$ cat src/rtl/if_id_reg.sv
// IF/ID pipeline register with flush/freeze control, fetch and bubble performance
// counters, and a consecutive-freeze timeout flag.
module if_id_reg #(
    parameter int WIDTH     = 32,
    parameter int CNT_W     = 16,
    parameter int STALL_MAX = 15
) (
    input  logic             clk,
    input  logic             rst,
    input  logic             freeze,
    input  logic             flush,
    input  logic [WIDTH-1:0] PC_in,
    input  logic [WIDTH-1:0] instruction_in,
    output logic [WIDTH-1:0] PC,
    output logic [WIDTH-1:0] instruction,
    output logic             valid,
    output logic [CNT_W-1:0] fetched_cnt,
    output logic [CNT_W-1:0] bubble_cnt,
    output logic             stall_timeout
);

    localparam int FC_W = (STALL_MAX < 1) ? 1 : $clog2(STALL_MAX + 1);
    localparam logic [FC_W-1:0] FC_MAX = FC_W'(STALL_MAX);

    typedef enum logic [1:0] {
        ACT_LOAD,
        ACT_FREEZE,
        ACT_FLUSH
    } action_t;

    action_t         action;
    logic [FC_W-1:0] freeze_cnt;
    logic [FC_W-1:0] freeze_cnt_nxt;

    // Flush wins over freeze, freeze wins over load.
    always_comb begin
        action = ACT_LOAD;
        if (flush) begin
            action = ACT_FLUSH;
        end else if (freeze) begin
            action = ACT_FREEZE;
        end
    end

    // Consecutive-freeze count; any load or flush restarts it from zero.
    always_comb begin
        freeze_cnt_nxt = '0;
        if (action == ACT_FREEZE) begin
            freeze_cnt_nxt = (freeze_cnt >= FC_MAX) ? FC_MAX : freeze_cnt + FC_W'(1);
        end
    end

    always_ff @(posedge clk or posedge rst) begin
        if (rst) begin
            PC            <= '0;
            instruction   <= '0;
            valid         <= 1'b0;
            fetched_cnt   <= '0;
            bubble_cnt    <= '0;
            freeze_cnt    <= '0;
            stall_timeout <= 1'b0;
        end else begin
            freeze_cnt    <= freeze_cnt_nxt;
            stall_timeout <= (freeze_cnt_nxt >= FC_MAX);

            if (action == ACT_LOAD) begin
                PC          <= PC_in;
                instruction <= instruction_in;
                valid       <= 1'b1;
                if (fetched_cnt != '1) begin
                    fetched_cnt <= fetched_cnt + CNT_W'(1);
                end
            end else begin
                if (action == ACT_FLUSH) begin
                    PC          <= '0;
                    instruction <= '0;
                    valid       <= 1'b0;
                end
                if (bubble_cnt != '1) begin
                    bubble_cnt <= bubble_cnt + CNT_W'(1);
                end
            end
        end
    end

endmodule

$ cat config.mk
export PLATFORM = sky130hd
export DESIGN_NAME = if_id_reg
export DESIGN_NICKNAME = d
export VERILOG_FILES = /design/src/rtl/if_id_reg.sv
export SDC_FILE = /design/constraint.sdc
export NUM_CORES = 1
export LEC_CHECK = 0
export ABC_AREA = 1
export BUFFER_PORTS_ARGS = -buffer_cell sky130_fd_sc_hd__buf_4
export CAP_MARGIN = 20
export CORE_MARGIN = 4
export CORE_UTILIZATION = 53
export DETAILED_ROUTE_END_ITERATION = 8
export PLACE_DENSITY = 0.92
export SKIP_CTS_REPAIR_TIMING = 1
export SYNTH_ARGS = -nofsm -noshare
export SYNTH_HDL_FRONTEND = slang
export SYNTH_SLANG_ARGS = --single-unit
$ cat constraint.sdc
create_clock -name clk -period 4.8 [get_ports clk]
set_clock_uncertainty 0.1 [all_clocks]
set_input_delay 0.48 -clock clk [delete_from_list [all_inputs] [get_ports clk]]
set_output_delay 0.48 -clock clk [all_outputs]
set_load 0.05 [all_outputs]
==> metrics <==
die height=100 um; Relative slew margins=31.5%; CP endpoint kind=register; Final min period=2.06 ns; post-route setup slack=2.74 ns; first-pass GRT wire length=19000 um; Site Rows=33; layout cells sized above 1=30.4%; Logic pwr share=28.2%; Nets=701; CP Max Fanout=16; Switch Pwr=0.822 mW; Reg-to-Reg Start=fetched_cnt[0]$_DFFE_PP0P_; Die X-Extent=100 um; flop2flop setup slack=2.74 ns; starting density of the core=54.7%; Port Buffer Count=165; DRT antenna net count=0; worst slew pin tran=1.03 ns; Fin. Hold Viols=0; worst reg2reg path depth=7; Pre-Repair DR Iteration Count=5; crit path kind=register to register; max-cap violation count=0; Syn Area/Cell=9.55 um2; final WL=11700 um; die area=0.0100 mm2; synth warn=0; Ports=166; worst slack, placed=2.10 ns; vias in the first global route=3912; P_int=1.39 mW; switching part of the total=37.2%; RSZ-0062 raised after global routing=false; H-tree Lvls=3; Seq. cell area=0.00255 mm2; Fmax=485 MHz; Syn-to-layout area delta=33.5%; DR vias=3963; Netlist cell types=25; share of total power in sequential cells=46.1%; Post-Syn Nets=541; Multi-input gate area=0.00172 mm2; Crit path required time=4.90 ns; P_leak=3.13 nW; dominant cell type by area after synthesis=dfrtp_1; total CTS buffers=9; Final TNS setup=0 ns; final-report setup violation count=0; Mapped Area=0.00449 mm2; status=complete, no violations; ys async rst share=100%; largest net degree at the start of global routing=68; fill count=587; vias per cell=5.36; CTS root buf=clkbuf_8; Post-DP HPWL=8490 um; worst-case clock buffer depth=2; HP Class=input pin to async pin; GRT overflow=0; post-DR wirelength/cell=15.8 um; IR drop worst, VDD=0.200 mV; drt initial violations=143; placer congestion estimate=0.855; Num Clock Sinks=102; number of enable flip-flop cells after synthesis=0; Main synth FF type=dfrtp_1; antenna cell count=0; post-synthesis register bit count=102; CP arrival=2.16 ns; CP startpoint kind=register; Clock Latency Late Sink=0.35 ns; Synth area leaders=dfrtp_1 (57%), nand2_1 (13%), a22o_1 (12%), nor2_1 (3.0%), inv_1 (2.5%); fraction of post-synthesis cell area in the top cell type by area=56.8%; CTS tree=done; synthesized instance count=470; number of remaining DRC errors=0; sequential area share after synthesis=56.8%; clock network power share=25.7%; FF-to-FF End=fetched_cnt[11]$_DFFE_PP0P_; fin. max-slew vios=0; power density over the cells=368 mW/mm2; clk slew on worst S/H paths=0.10 ns; initial antenna violation count=0; Total GRT Usage=23.3%; core area=0.00822 mm2; period utilization=42.9%
==> power groups by stage <==
stage / Clock (mW) / Sequential [mW] / Combinational, mW
after global routing: 0.616 / 1.03 / 0.658
final: 0.568 / 1.02 / 0.622
after detailed placement: 0 / 1.03 / 0.622
after CTS: 0.580 / 1.02 / 0.624
after global placement: 0 / 1.03 / 0.607
after floorplan: 0 / 1.27 / 0.166
==> layout make-up <==
cell class	count	area share (%)
clock buffers	9	2.07
clock inverters	7	1.40
inverters	31	1.98
multi-input cells	319	28.7
flip-flops and latches	102	42.6
well taps	105	2.19
repair buffers	167	21.1
==> per-stage QoR <==
step / instances / area (um2) / hold WS [ns] / utilization, % / total power, mW
finish: 740 / 6000 / 0.181 / 73.0 / 2.21
global placement: 723 / 5770 / 0.381 / 70.2 / 1.63
floorplan: 470 / 4490 / 0.375 / - / 1.44
detailed placement: 723 / 5770 / 0.384 / 70.2 / 1.66
CTS: 739 / 5980 / 0.195 / 72.7 / 2.22
global route: 740 / 6000 / 0.211 / 73.0 / 2.31
==> registers in the layout (all words and copies together), names as in the netlist <==
register,cells
stall_timeout,1
instruction,32
fetched_cnt,16
bubble_cnt,16
PC,32
valid,1
freeze_cnt,4
==> worst max path at each step <==
stage / from / endpoint / slack (ns) / depth (start not counted)
floorplan: rst / PC[0]$_DFFE_PP0P_ / 1.54 / 1
global route: fetched_cnt[0]$_DFFE_PP0P_ / fetched_cnt[2]$_DFFE_PP0P_ / 2.60 / 7
detailed placement: flush / fetched_cnt[2]$_DFFE_PP0P_ / 2.10 / 6
finish: fetched_cnt[0]$_DFFE_PP0P_ / fetched_cnt[11]$_DFFE_PP0P_ / 2.74 / 7
global placement: flush / fetched_cnt[2]$_DFFE_PP0P_ / 2.22 / 7
CTS: flush / fetched_cnt[2]$_DFFE_PP0P_ / 2.46 / 6
==> cell usage after synthesis, types with 2 or more instances <==
cell type    n
xor2_1       2
buf_2        7
nand3_1     13
nand2_1    157
nand4_1     10
inv_1       30
xnor2_1     11
o21ai_0     12
a22o_1      64
buf_6        3
ha_1         3
nor2_2       3
clkbuf_1     4
nor2_1      36
dfrtp_1    102
a21oi_1      2
buf_1        3
==> critical path, stage by stage, from the launching register on <==
cell and delay (ns):
dfrtp_1 0.49, ha_1 0.31, inv_1 0.09, nor2_2 0.06, nand2_1 0.12, nor2_1 0.07, nor2_2 0.50, o21ai_0 0.17
==> logic make-up (layout without fill, tap and decap cells) <==
logic type,count (synthesis),in the layout,synth area share (%)
XOR/XNOR,13,13,2.54
AO/OA/AOI/OAI,79,79,14.4
multiplexers,1,1,0.223
AND/OR/NAND/NOR,223,223,20.3
buffers and inverters,49,214,4.88
adder cells (fa/ha/maj),3,3,0.836
flip-flops,102,102,56.8
==> routing by layer <==
| metal | routed length [um] | global-route usage [%] | share of wire [%] | vias up |
|---|---|---|---|---|
| met2 | 5910 | 39.5 | 51 | 163 |
| met5 | 0 | 0 | 0 | - |
| met3 | 740 | 3.47 | 6.3 | 26 |
| met1 | 4740 | 30.9 | 41 | 1894 |
| met4 | 284 | 7.88 | 2.4 | 0 |
| li1 | - | - | - | 1880 |
==> cell usage in the layout, fill, tap and decap left out <==
cell type,instances
nand3_1,13
inv_4,1
nor2_4,1
o21ai_4,1
xor2_1,2
bufinv_16,1
dfrtp_1,102
nor2_2,3
mux2i_1,1
nand2_2,1
inv_2,2
a21oi_1,2
a22o_1,64
o21ai_0,12
nand2_1,157
nor2_1,36
xnor2_1,11
inv_6,4
buf_4,166
buf_12,1
inv_1,28
nand4_1,10
inv_8,1
clkbuf_8,9
clkinvlp_4,1
nand3_4,1
nor3_1,1
ha_1,3
Power figures use the tool's default switching activity.
